===== src/rtl/spinner_round_ctrl.sv =====
// spinner_round_ctrl
//   Round sequencer for the LED spinner wheel. It owns the wheel position
//   counter and drives the speed code to the tick prescaler. A player stop
//   runs SPIN -> BRAKE (stepwise deceleration) -> EVAL -> HOLD. The stop
//   position is scored against the guess and drives the hit flag (dp).
//   Build option: define SPINNER_MISS_CLR_EN so that a missed round clears
//   the score. Without it, a miss leaves the score unchanged.

module spinner_round_ctrl #(
  parameter int NPOS        = 6,
  parameter int BRAKE_TICKS = 4,
  parameter int MIN_SPEED   = 0,
  parameter int SCORE_W     = 4
) (
  input  logic               clk,
  input  logic               rst_n,
  input  logic               tick,
  input  logic               stop_req,
  input  logic [3:0]         speed_req,
  input  logic [NPOS-1:0]    guess,
  output logic [2:0]         pos,
  output logic [3:0]         speed_sel,
  output logic               hit,
  output logic [SCORE_W-1:0] score,
  output logic               busy,
  output logic               round_done
);

  localparam int                 BCW        = (BRAKE_TICKS > 1) ? $clog2(BRAKE_TICKS) : 1;
  localparam logic [2:0]         POS_LAST   = 3'(NPOS - 1);
  localparam logic [2:0]         POS_ONE    = 3'd1;
  localparam logic [BCW-1:0]     BRAKE_LAST = BCW'(BRAKE_TICKS - 1);
  localparam logic [BCW-1:0]     BRAKE_ONE  = BCW'(1);
  localparam logic [3:0]         SPEED_MIN  = 4'(MIN_SPEED);
  localparam logic [3:0]         SPEED_ONE  = 4'd1;
  localparam logic [SCORE_W-1:0] SCORE_ONE  = SCORE_W'(1);

  typedef enum logic [2:0] {
    ST_IDLE,
    ST_SPIN,
    ST_BRAKE,
    ST_EVAL,
    ST_HOLD
  } state_t;

  state_t             state;
  state_t             state_nxt;

  logic               stop_meta;
  logic               stop_s;
  logic               stop_s_d;
  logic               stop_rise;

  logic [BCW-1:0]     brake_cnt;
  logic               brake_last;
  logic               speed_at_min;

  logic [7:0]         guess_ext;
  logic               guess_at_pos;
  logic [2:0]         pos_next;
  logic [SCORE_W-1:0] score_inc;

  // control strobes decoded from the current state
  logic               pos_step;
  logic               brake_step;
  logic               spin_track;
  logic               eval_now;
  logic               hold_next;

  assign stop_rise    = stop_s & ~stop_s_d;
  assign brake_last   = (brake_cnt == BRAKE_LAST);
  assign speed_at_min = (speed_sel <= SPEED_MIN);
  assign guess_ext    = 8'(guess);
  assign guess_at_pos = guess_ext[pos];
  assign pos_next     = (pos == POS_LAST) ? '0 : pos + POS_ONE;
  assign score_inc    = (score == '1) ? score : score + SCORE_ONE;

  // Stop synchronizer and edge history. These flops reset to the "stopped"
  // level, so a stop held through reset is never taken as a fresh rise.
  // The level must be seen low before the wheel starts.
  always_ff @(posedge clk or negedge rst_n) begin
    if (!rst_n) begin
      stop_meta <= 1'b1;
      stop_s    <= 1'b1;
      stop_s_d  <= 1'b1;
    end else begin
      stop_meta <= stop_req;
      stop_s    <= stop_meta;
      stop_s_d  <= stop_s;
    end
  end

  // FSM state register
  always_ff @(posedge clk or negedge rst_n) begin
    if (!rst_n) begin
      state <= ST_IDLE;
    end else begin
      state <= state_nxt;
    end
  end

  // FSM next-state logic
  always_comb begin
    state_nxt = state;
    unique case (state)
      ST_IDLE:  if (!stop_s) state_nxt = ST_SPIN;
      ST_SPIN:  if (stop_rise) state_nxt = ST_BRAKE;
      ST_BRAKE: if (tick && brake_last && speed_at_min) state_nxt = ST_EVAL;
      ST_EVAL:  state_nxt = ST_HOLD;
      ST_HOLD:  if (!stop_s) state_nxt = ST_SPIN;
      default:  state_nxt = ST_IDLE;
    endcase
  end

  // FSM output decode: busy flag and per-state datapath strobes
  always_comb begin
    busy       = 1'b0;
    pos_step   = 1'b0;
    brake_step = 1'b0;
    spin_track = 1'b0;
    eval_now   = 1'b0;
    hold_next  = (state_nxt == ST_HOLD);
    unique case (state)
      ST_SPIN: begin
        busy       = 1'b1;
        pos_step   = tick;
        spin_track = 1'b1;
      end
      ST_BRAKE: begin
        busy       = 1'b1;
        pos_step   = tick;
        brake_step = tick;
      end
      ST_EVAL: eval_now = 1'b1;
      default: ;
    endcase
  end

  // Wheel position: advances on every tick while spinning or braking
  always_ff @(posedge clk or negedge rst_n) begin
    if (!rst_n) begin
      pos <= '0;
    end else if (pos_step) begin
      pos <= pos_next;
    end
  end

  // Speed code follows the request in SPIN. It is frozen on the stop rise
  // and stepped down once per brake period.
  // A SPIN cycle always loads speed_req. The cycle that detects the rise
  // therefore latches the current request as the braking start speed.
  always_ff @(posedge clk or negedge rst_n) begin
    if (!rst_n) begin
      speed_sel <= '0;
    end else if (spin_track) begin
      speed_sel <= speed_req;
    end else if (brake_step && brake_last && !speed_at_min) begin
      speed_sel <= speed_sel - SPEED_ONE;
    end
  end

  // Brake tick counter: held at zero in SPIN and counts ticks per speed step
  always_ff @(posedge clk or negedge rst_n) begin
    if (!rst_n) begin
      brake_cnt <= '0;
    end else if (spin_track) begin
      brake_cnt <= '0;
    end else if (brake_step) begin
      brake_cnt <= brake_last ? '0 : brake_cnt + BRAKE_ONE;
    end
  end

  // Score update: evaluated once per round in EVAL, saturating on hits
  always_ff @(posedge clk or negedge rst_n) begin
    if (!rst_n) begin
      score <= '0;
    end else if (eval_now) begin
      if (guess_at_pos) begin
        score <= score_inc;
      end else begin
`ifdef SPINNER_MISS_CLR_EN
        score <= '0;
`else
        score <= score;
`endif
      end
    end
  end

  // Hit flag: it tracks guess[pos] whenever the next state is HOLD. That
  // makes hit, score and round_done all appear in the first HOLD cycle.
  always_ff @(posedge clk or negedge rst_n) begin
    if (!rst_n) begin
      hit <= 1'b0;
    end else begin
      hit <= hold_next & guess_at_pos;
    end
  end

  // Round completion pulse, one cycle after EVAL
  always_ff @(posedge clk or negedge rst_n) begin
    if (!rst_n) begin
      round_done <= 1'b0;
    end else begin
      round_done <= eval_now;
    end
  end

endmodule


===== config.mk =====
export PLATFORM = sky130hd
export DESIGN_NAME = spinner_round_ctrl
export DESIGN_NICKNAME = d
export VERILOG_FILES = /design/src/rtl/spinner_round_ctrl.sv
export SDC_FILE = /design/constraint.sdc
export NUM_CORES = 1
export LEC_CHECK = 0
export ABC_AREA = 1
export ABC_CLOCK_PERIOD_IN_PS = 3900
export BUFFER_PORTS_ARGS = -buffer_cell sky130_fd_sc_hd__buf_2
export CORE_MARGIN = 2
export CORE_UTILIZATION = 56
export DETAILED_ROUTE_END_ITERATION = 8
export PLACE_DENSITY_LB_ADDON = 0.05
export REMOVE_ABC_BUFFERS = 1
export SETUP_SLACK_MARGIN = 0.4
export SYNTH_ARGS = -nofsm -noshare
export SYNTH_HDL_FRONTEND = slang
export SYNTH_SLANG_ARGS = --single-unit

===== constraint.sdc =====
create_clock -name clk -period 3.9 [get_ports clk]
set_clock_uncertainty 0.15 [all_clocks]
set_input_delay 0.195 -clock clk [delete_from_list [all_inputs] [get_ports clk]]
set_output_delay 0.195 -clock clk [all_outputs]
set_load 0.1 [all_outputs]

==> results by stage, run 1 <==
Placement:
- Port buffering added 27 buffers.
- At the end of routability-driven placement, the weighted congestion stood at 0.793.
- After legalization and detailed placement, the total HPWL measured 1690 um.
- Once placement finished, the instance area stood at 1340 sq um.
- Prior to clock tree synthesis, the placed netlist has a worst setup slack of 2.10 ns.

STA:
- The worst setup margin is 1.75 ns.
- The worst-margin pin slew is 0.487 ns.
- The tightest hold path in the finished design has a slack of 0.0326 ns.
- The count of final max-slew check failures is 0.
- The total of endpoints with negative setup slack in the final report is 0.
- The post-route setup TNS is 0 ns.
- Setup repair after global routing left no endpoint under its margin.
- The achievable clock frequency is 0.466 GHz.
- The final critical path time including I/O delays and setup is 2.15 ns.
- The number of hold-slack violations in the final timing report is 0.
- Dividing the final minimum period by the clock period gives 0.551.
- Measured against its own limit, the worst slew margin works out to 0.677.

Finish:
- Leaving out fill and tap cells, the most frequent cells in the layout are sky130_fd_sc_hd__nand2_1 (39), sky130_fd_sc_hd__buf_2 (27), sky130_fd_sc_hd__nand3_1 (19), sky130_fd_sc_hd__dfrtp_1 (18), sky130_fd_sc_hd__inv_1 (17).
- The most frequent standard cell in the layout excluding fill and tap cells is sky130_fd_sc_hd__nand2_1.
- The area added between synthesis and finish is 17.2%.
- The number of nets in the finished design is 193.
- In the final layout, flip-flops and latches occupy 529 sq um.
- In the final layout, the share of cells above drive strength 1 is 0.299.
- In the final layout, the multi-input gates occupy 561 sq um.
- The final-layout fill cell count is 167.
- The number of diodes is 0.
- The finished cells cover 1390 sq um.

Job:
- The max-cap check violation count is 0.

Worst setup path:
- Data arrives at the worst endpoint at 1.80 ns.
- The launch point of the critical path is state[1].
- The setup check on the worst reg-to-reg path leaves a slack of 2.30 ns.
- The worst path required time is 3.56 ns.
- In this run the worst path has a maximum fanout of 17.
- In this run the critical register-to-register path is launched from state[1].
- STA classifies the critical path endpoint as an output pin.
- The worst reg-to-reg path cell count is 6.
- The signal on the critical path passes through inv_2, nand3_2, nand2_2, buf_2.
- The kind of start point of the critical path is a flip-flop.
- The slowest stage of the critical path is the sky130_fd_sc_hd__dfrtp_1 cell.
- The critical path is of the reg2out type.
- In this design, the stage delay of the slowest critical-path cell is 0.46 ns.
- The terminus of the critical flop-to-flop path is pos[1].

Global routing:
- The number of global-route vias before repair was 920.
- The overall track demand over capacity in global routing is 0.208.
- The first global-routing pass estimated 3950 um of wire.
- The largest net degree at the start of global routing is 22.
- The final global-route overflow total is 0.
- The number of antenna violations at the first check in global routing was 0.

Floorplanning:
- The area of the die is 2500 sq um.
- The area of the core is 1980 sq um.
- The die is 50.0 um tall.
- The initial utilization of the core area, before any placement, comes to 0.597.
- The I/O pin count is 28.
- The floorplan step set the die width to 50.0 um.
- The floorplan row count is 16.

Detailed routing:
- After detailed routing, the number of remaining DRC violations is 0.
- The count of nets left with antenna violations once routing finished came out at 0.
- After detailed routing, the average wire length per cell comes to 10.9 um.
- For this block, the initial DRC count from the detailed router was 13.
- Dividing the detail-routed via count by the number of cells gives 4.87.
- The total number of vias is 979.
- The first TritonRoute pass finished after 4 iterations.
- The final wirelength is 2190 um.

Logic synthesis:
- After synthesis, the mean cell area works out to 8.34 sq um.
- The part of the Yosys area used for sequential elements is 0.447.
- Synthesis produced 142 cells.
- The mapped netlist covers 1180 sq um.
- During synthesis, Yosys emitted a total of 0 warnings.
- The synthesis-stage register bit count is 21.
- In this run, distinct cell masters in the synthesized netlist total 24.

Min path:
- The worst hold path was traced through 3 stages.
- The tightest min-delay check is of the in2reg type.
- The end of the worst hold path is pos[1].
- The beginning of the worst hold path is tick.

Clock network:
- The clock transition at the registers of the reported paths is 0.11 ns.
- The number of clock sinks is 21.
- The TritonCTS clock tree is done.
- The worst-case clock buffer depth is 2.
- The CTS buffer count is 3.
- The cell chosen for the clock root is sky130_fd_sc_hd__clkbuf_4.
- The worst-skew pair later-pin latency is 0.30 ns.
- The maximum level of the CTS H-tree is 1.
- The count of buffers added by post-CTS timing repair for setup is 0.

Run status:
- The flow ran to the end, and the final reports show no timing, DRC or antenna violations.
[synthesized netlist by cell type (all sizes together)]
cell	instances	area (sq um)
nand2	43	176
o21ai	6	30.0
nand3	24	153
ha	4	50.1
nand4	3	18.8
o31ai	2	20.0
a21oi	1	8.76
xnor2	1	8.76
dfrtp	18	450
or2	1	6.26
dfstp	3	78.8
buf	1	11.3
inv	22	82.6
nor2	9	41.3
xor2	3	26.3
a31oi	1	21.3
[critical path: cells and delay by family, from the launching register on]
| kind | cells | cell delay (ns) |
|---|---|---|
| buf+inv | 2 | 0.53 |
| simple gates | 2 | 0.51 |
| flops | 1 | 0.46 |
[area by class of cell]
cell class                 count  share of cell area
clock buffer                   4              0.0189
inverter                      22              0.0595
multi-input combinational     98               0.404
tap                           27              0.0243
timing repair buffer          29               0.112
sequential                    21               0.381
[through the flow]
stage,utilization,std cells
floorplan,-,141
global placement,0.677,195
detailed placement,0.677,195
CTS,0.700,201
global route,0.700,201
finish,0.700,201
[worst max-delay path by stage]
stage               slack, ns  cells after the start            to
finish                   1.75                      4          busy
floorplan                1.69                      7  speed_sel[2]
detailed placement       2.10                      4          busy
global route             1.63                      4          busy
global placement         2.12                      4          busy
CTS                      1.75                      4          busy
[cells by family (layout without fill, tap and decap cells)]
group           Yosys count  in the layout  share of synthesized area
compound gates           10             10                     0.0677
flops                    21             21                      0.447
simple gates             80             80                      0.334
buf+inv                  23             55                     0.0793
fa+ha+maj                 4              4                     0.0423
xor+xnor                  4              4                     0.0296
[metal layers]
metal  track usage  vias to the layer above  share of wire
met5             0                        -              0
li1              -                      520              -
met2         0.351                       14           0.50
met3        0.0424                        2          0.029
met1         0.258                      443           0.46
met4        0.0833                        0         0.0064
[state kept, by name, summed over array words and instances, names as in the netlist]
name        cells
speed_sel       4
round_done      1
stop_s_d        1
brake_cnt       2
score           4
pos             3
stop_meta       1
stop_s          1
state           3
hit             1
[timing repair]
action | in CTS | in global routing
resized for setup | 0 | 0
hold endpoints to repair | 19 | 0
hold buffers | 2 | 0
endpoints found under the setup margin | 0 | 0
Power of run 1 is not shown: default switching activity piles up to over one toggle a cycle in this logic, so the estimate is an artifact.
==> inputs of run 2 (changes only) <==
ABC_CLOCK_PERIOD_IN_PS = 2000   (was 3900)
CORE_ASPECT_RATIO = 1.75   (was unset)
CORE_UTILIZATION = 52   (was 56)
clock period = 2 ns   (was 3.9 ns; I/O delays follow)
==> run 2 against run 1 <==
Worst hold slack got worse by 0.026 ns. Sequential share of layout area fell by 2.0 points. Register-to-register slack got worse by 1.8 ns.
==> results by stage, run 2 (synthesized netlist as in run 1, its figures left out) <==
Run status:
- The flow ran to the end, and the final reports show no timing, DRC or antenna violations.

Worst setup path:
- The worst setup path is captured at an output pin.
- By startpoint and endpoint, the worst setup path is classified as reg2out.
- At the worst endpoint, the arrival time is 1.31 ns.
- Data on the critical path is required at its endpoint by 1.75 ns.
- The setup slack on the worst flop-to-flop path is 0.51 ns.
- The terminus of the critical flop-to-flop path is speed_sel[2].
- The worst reg-to-reg path cell count is 7.
- In this run the critical register-to-register path is launched from speed_sel[0].
- The kind of start point of the critical path is a flip-flop.
- The maximum net fanout on the critical path is 5.

Finish:
- The area added between synthesis and finish is 24.0%.
- After filler insertion, the fill cell instance count of the layout stands at 195.
- Across the whole layout, storage elements account for 531 sq um.
- In the final layout, the share of cells above drive strength 1 is 0.306.
- Summing all non-filler instances in the final layout gives an area of 1470 sq um.
- In the layout the commonest cells are sky130_fd_sc_hd__nand2_1 (39), sky130_fd_sc_hd__buf_2 (26), sky130_fd_sc_hd__nand3_1 (19), sky130_fd_sc_hd__inv_1 (17), sky130_fd_sc_hd__dfrtp_1 (17).
- The final cell utilization of the core is 0.692.
- The total area of multi-input combinational cells is 573 sq um.
- The most frequent standard cell in the layout excluding fill and tap cells is sky130_fd_sc_hd__nand2_1.
- The largest registers in the layout are score: 4 flops, speed_sel: 4 flops.
- The number of diodes is 0.
- The number of nets in the finished design is 199.

Placement:
- The total placed instance area is 1360 sq um.
- Input and output buffers added on the ports amount to 27.
- After legalization and detailed placement, the total HPWL measured 1790 um.
- The placer congestion estimate is 0.689.

STA:
- Of the available clock period, the critical path in the final layout requires 0.780.
- Setup repair after global routing left no endpoint under its margin.
- Setup violations remaining at the end of the flow were counted as 0.
- The count of final max-slew check failures is 0.
- The number of hold-slack violations in the final timing report is 0.
- The worst-margin pin slew is 0.487 ns.
- In the final timing run, aggregate negative setup slack is 0 ns.
- The final critical path time including I/O delays and setup is 1.56 ns.
- The final-layout worst hold slack is 0.00636 ns.
- The achievable clock frequency is 0.641 GHz.
- Measured against its own limit, the worst slew margin works out to 0.677.

Detailed routing:
- The detail route stage leaves a number of antenna-violating nets equal to 0.
- Wires add up to 2280 um.
- The violation count after the first detailed-route iteration is 11.
- The post-route DRC violation count is 0.
- After detailed routing, the number of vias per cell comes to 4.96.
- The total number of vias is 1011.
- Dividing the detail-routed wire length by the instance count gives 11.2 um.
- The detailed-router iteration count before antenna repair is 4.

Min path:
- The path class of the tightest hold or removal check is in2reg.
- The path with the worst hold slack has its endpoint at speed_sel[3].
- The beginning of the worst hold path is speed_req[3].
- Along the worst hold path, the cell count comes to 5.

Clock network:
- The CTS buffer count is 3.
- The number of clock sinks is 21.
- The TritonCTS clock tree is done.
- In this run the number of H-tree levels came out at 1.
- Clock latency on the worst-skew pair, taken at its later pin, is 0.30 ns.
- No sink is reached through more buffers than the 2 on the longest clock path.
- The cell sitting at the root of the clock tree is a sky130_fd_sc_hd__clkbuf_4.
- The clock transition at the registers of the reported paths is 0.11 ns.

Floorplanning:
- The area of the die is 2690 sq um.
- The initial utilization of the core area, before any placement, comes to 0.558.
- From bottom edge to top edge, the die measures 67.1 um.
- The I/O pin count is 28.
- The area of the core is 2120 sq um.
- In this run the horizontal extent of the chip is 40.1 um.
- The floorplan row count is 22.

Global routing:
- For this run, the total global-route usage over all layers was measured as 0.203.
- The final global-route overflow total is 0.
- The first global-routing pass estimated 3800 um of wire.
- The largest net degree at the start of global routing is 22.
- The number of global-route vias before repair was 1001.
- The number of antenna violations at the first check in global routing is 0.

Job:
- The max-cap check violation count is 0.
-- run 2: metrics by stage --
stage                     setup slack (ns)  instances
after CTS                            0.412        204
after global placement               0.555        193
after global routing                 0.403        204
final                                0.440        204
after detailed placement             0.510        193
after floorplan                     -0.213        141
-- run 2: repair_timing --
item | in CTS | in global routing
gates resized for setup | 0 | 3
hold buffers | 6 | 0
setup endpoints to repair | 1 | 1
buffers inserted | 1 | 0
endpoints found under the hold margin | 28 | 0
-- run 2: cell type report --
class | count | share of cell area
sequential | 21 | 0.361
inverter | 22 | 0.0563
multi-input combinational | 98 | 0.390
timing repair buffer | 35 | 0.153
tap | 24 | 0.0205
clock buffer | 4 | 0.0179
-- run 2: critical path, cell delays in order, from the launching register on --
cell and delay (ns):
sky130_fd_sc_hd__dfrtp_2 0.47, sky130_fd_sc_hd__inv_2 0.08, sky130_fd_sc_hd__nand3_2 0.15, sky130_fd_sc_hd__nand2_4 0.13
sky130_fd_sc_hd__buf_12 0.17
-- run 2: worst max-delay path by stage --
stage | start | to | slack (ns) | cells past startpoint
final | state[0] | busy | 0.44 | 4
after global routing | state[2] | busy | 0.40 | 4
after floorplan | speed_sel[0] | speed_sel[2] | -0.21 | 7
after detailed placement | speed_sel[0] | speed_sel[2] | 0.51 | 7
after global placement | speed_sel[0] | speed_sel[2] | 0.55 | 7
after CTS | state[0] | busy | 0.41 | 4
-- run 2: per-layer routing --
metal | vias up | part of all wire | track usage
li1 | 531 | - | -
met1 | 455 | 0.38 | 0.180
met2 | 20 | 0.57 | 0.403
met3 | 5 | 0.032 | 0.0200
met4 | 0 | 0.020 | 0.0905
met5 | - | 0 | 0
Power of run 2 is left out for the same reason.
==> inputs of run 3 (changes only) <==
ABC_AREA = 0   (was 1)
ABC_CLOCK_PERIOD_IN_PS = 1400   (was 2000)
CORE_UTILIZATION = 47   (was 52)
clock period = 1.4 ns   (was 2 ns; I/O delays follow)
==> run 3 against run 2 <==
The flow now finishes with violations (negative setup slack). Non-clock buffer count up 41. Wire length grew 77%. First-iteration DRC count up 120%. Worst hold slack better by 0.14 ns. Final cell count decreased by 2.0%. Sequential share of layout area decreased by 11 points. Count of clock-buffer cells in the layout did not move. Die area grew 6.6%. Global-route usage up 5.1 points. Worst setup slack got worse by 0.84 ns. Sequential cell count did not move. Largest cell class is now buffers. Highest routed layer unchanged.
==> results by stage, run 3 <==
Logic synthesis:
- The fraction of synthesized cell area taken by the top area cell type is 0.393.
- Among all cell types in the netlist, the one instantiated most often is sky130_fd_sc_hd__dfrtp_1.
- The number of flops mapped to enable cells by yosys is 0.
- The mean post-synth cell area is 11.6 sq um.
- Sorting the synthesized cells by area gives the leading types as sky130_fd_sc_hd__dfrtp_1 (39%), sky130_fd_sc_hd__dfstp_2 (6.9%), sky130_fd_sc_hd__ha_1 (4.4%).
- The post-synthesis compound-gate area fraction is 0.142.
- Of the total synthesized cell area, the portion taken by full adders, half adders and majority gates is 0.0437.
- By area, the combinational part of the netlist is dominated by simple AND/OR/NAND/NOR gates.
- The share of the Yosys chip area taken by registers is 0.462.
- The multiplexer share of the synthesized area is 0.0666.
- In this run, synthesis produced a sequential element count of 21.
- The count of cell types in the netlist is 44.
- The synthesized instance count is 99.
- The Yosys step of the flow raised 0 warnings.
- The share of synthesized flip-flops with an asynchronous set or reset is 1.00.
- The most used flip-flop cell after synthesis is sky130_fd_sc_hd__dfrtp_1.
- The mapped cell area is 1150 sq um.
- The dominant cell type by area after synthesis is sky130_fd_sc_hd__dfrtp_1.
- The fraction of the mapped netlist area in simple logic gates is 0.195.
- Of the total synthesized cell area, the portion taken by XOR and XNOR cells is 0.0382.
- By count the netlist is led by sky130_fd_sc_hd__dfrtp_1 (18), sky130_fd_sc_hd__inv_1 (7), sky130_fd_sc_hd__nand2_1 (7).

Finish:
- The final cell utilization of the core is 0.925.
- The repair_antennas step left the layout with diodes totalling 0.
- In the layout the commonest cells are sky130_fd_sc_hd__buf_4 (23), sky130_fd_sc_hd__buf_6 (19), sky130_fd_sc_hd__buf_12 (14), sky130_fd_sc_hd__dfrtp_1 (13), sky130_fd_sc_hd__buf_2 (13).
- Once layout is done, the placed cells without fillers occupy 2130 sq um.
- Counting the fill cells in the layout gives 79.
- In the final layout, the registers with the most flip-flops are score: 4 flops, speed_sel: 4 flops.
- The total area of multi-input combinational cells is 689 sq um.
- The share of post-route cells with drive strength above 1 is 0.663.
- Leaving out fill and tap cells, the most frequent cell in the layout is sky130_fd_sc_hd__buf_4.
- The area taken by flip-flops and latches is 536 sq um.
- At the end of the flow, the number of nets in the layout was 194.
- The area added between synthesis and finish is 85.8%.

Worst setup path:
- The most critical setup path has its startpoint at speed_sel[1].
- The critical path arrival is 1.84 ns.
- The largest single stage delay on the critical path is 0.46 ns.
- The cell family with the largest share of critical-path delay is simple AND/OR/NAND/NOR gates.
- The critical path ends at speed_sel[3].
- The worst setup path is launched from a flip-flop.
- Walking the worst path, the cells encountered are inv_2, ha_4, nor2b_1, or4_1, or3_1, nand3_1.
- The maximum net fanout on the critical path is 2.
- The start-to-end type of the worst setup path is reg2reg.
- The instance count on the critical path is 6.
- The number of cells on the worst reg-to-reg path is 6.
- The number of buffers and inverters on the critical path is 1.
- Setup slack on the worst reg-to-reg path comes out at -0.40 ns.
- The terminus of the critical flop-to-flop path is speed_sel[3].
- The startpoint identified for the worst register-to-register timing path is speed_sel[1].
- For the worst setup path, the data required time is 1.45 ns.
- The worst setup path is captured at a flip-flop.
- Among all stages on the critical path, the largest delay is contributed by sky130_fd_sc_hd__or4_1.

STA:
- Setup repair after global routing could not meet its margin everywhere.
- Setup violations remaining at the end of the flow were counted as 14.
- Once routing completed, OpenROAD measured the worst setup slack at -0.397 ns.
- For the pin with the worst max-slew slack, the measured transition is 0.509 ns.
- The routed design could run at a clock period as short as 1.80 ns.
- Of the available clock period, the critical path in the final layout requires 1.28.
- The number of hold-slack violations in the final timing report is 0.
- After routing, the total negative slack on setup checks comes to -2.30 ns.
- Timing would allow up to 0.557 GHz.
- The count of final max-slew check failures is 0.
- The remaining max-slew budget at the tightest pin is 0.661.

Placement:
- After detailed placement, the total cell area comes to 1620 sq um.
- The placed wire-length estimate after detailed placement is 1950 um.
- The placer congestion estimate is 0.707.
- The count of port buffers added during placement is 27.

Detailed routing:
- Once detail routing completed, the nets flagged for antenna violations numbered 0.
- The first TritonRoute pass finished after 4 iterations.
- The per-cell via count in the routed design is 5.59.
- After detailed routing, the average wire length per cell comes to 20.2 um.
- The violation count after the first detailed-route iteration is 24.
- The final wirelength is 4040 um.
- The total number of vias is 1117.
- In the routed design, unresolved DRC markers number 0.

Global routing:
- The largest net degree at the start of global routing is 22.
- The overall track demand over capacity in global routing is 0.254.
- The fraction of met3 tracks used by global routing is 0.0256.
- The met2 capacity usage during global routing is 0.448.
- The wire length of the first global-routing pass is 5060 um.
- The number of global-route vias before repair came to 1104.
- The most utilized layer in the global route result is met2.
- The final global-route overflow total is 0.
- The number of antenna violations at the first check in global routing is 0.
- The met1 track demand over resource is 0.289.

Clock network:
- CTS built an H-tree with a depth of 1.
- The worst-skew pair later-pin latency is 0.26 ns.
- The tree is rooted in a sky130_fd_sc_hd__clkbuf_8.
- The clock transition at the registers of the reported paths is 0.08 ns.
- The number of clock sinks is 21.
- The CTS buffer count is 3.
- TritonCTS built the clock tree.
- The clock passes through at most 2 buffers.

Floorplanning:
- The die is 69.3 um tall.
- The floorplan row count is 23.
- The initial cell density of the core is 0.498.
- The area of the core is 2300 sq um.
- The width of the die is 41.3 um.
- The I/O pin count is 28.
- The area of the die is 2870 sq um.

Run status:
- The final reports fail on negative setup slack.
- The run finished, with violations left.

Min path:
- Along the worst hold path, the cell count comes to 4.
- The min-delay analysis places its worst path in the category in2reg.

Job:
- The tool flagged a number of max-cap violations equal to 0.
[run 3: cell count changes after synthesis, moves of 4 or more]
cell,delta
sky130_fd_sc_hd__nand2_1,-32
sky130_fd_sc_hd__nand3_1,-17
sky130_fd_sc_hd__inv_1,-10
sky130_fd_sc_hd__inv_2,-5
sky130_fd_sc_hd__mux2i_1,+5
sky130_fd_sc_hd__nor2_1,-4
sky130_fd_sc_hd__xnor2_1,+4
[run 3: metrics by stage]
stage                     hold WS [ns]  worst slack [ns]  std cells
after floorplan                 -0.376             -1.08         95
after global placement         -0.0959            -0.301        173
after detailed placement       -0.0937            -0.354        173
after CTS                       0.0862            -0.349        192
after global routing             0.132            -0.439        200
final                            0.145            -0.397        200
[run 3: area by class of cell]
type	instances	area share
flip-flops and latches	21	0.251
multi-input cells	67	0.324
well taps	25	0.0147
repair buffers	76	0.377
clock buffers	4	0.0212
inverters	7	0.0123
[run 3: timing repair]
action                                  4_1_cts  5_1_grt
resized for setup                            52       15
pin swaps                                    15        6
setup buffers                                 8        8
hold buffers                                  7        0
endpoints found under the setup margin       32       32
hold endpoints to repair                     28        0
[run 3: cell families (layout without fill, tap and decap cells)]
| group | Yosys count | count (layout) |
|---|---|---|
| muxes | 7 | 7 |
| and+or+nand+nor | 31 | 31 |
| xor gates and xnor gates | 5 | 5 |
| buffers and inverters | 11 | 87 |
| DFF | 21 | 21 |
| adders and majority gates | 4 | 4 |
| AOI/OAI and AO/OA | 20 | 20 |
[run 3: layer usage]
metal,vias up,part of all wire
met5,-,0
met2,27,0.58
met4,0,0.033
met1,568,0.36
li1,510,-
met3,12,0.031
[run 3: worst min-delay path by stage]
stage | from | to
global route | tick | brake_cnt[1]
floorplan | rst_n | brake_cnt[0]
detailed placement | rst_n | speed_sel[0]
global placement | rst_n | speed_sel[1]
CTS | tick | brake_cnt[1]
finish | tick | brake_cnt[1]
[run 3: tightest hold or removal path, delay by kind of cell]
kind,cells,cell delay [ns]
compound gates,2,0.21
simple gates,1,0.10
buf+inv,1,0.12
Power of run 3 is left out for the same reason.
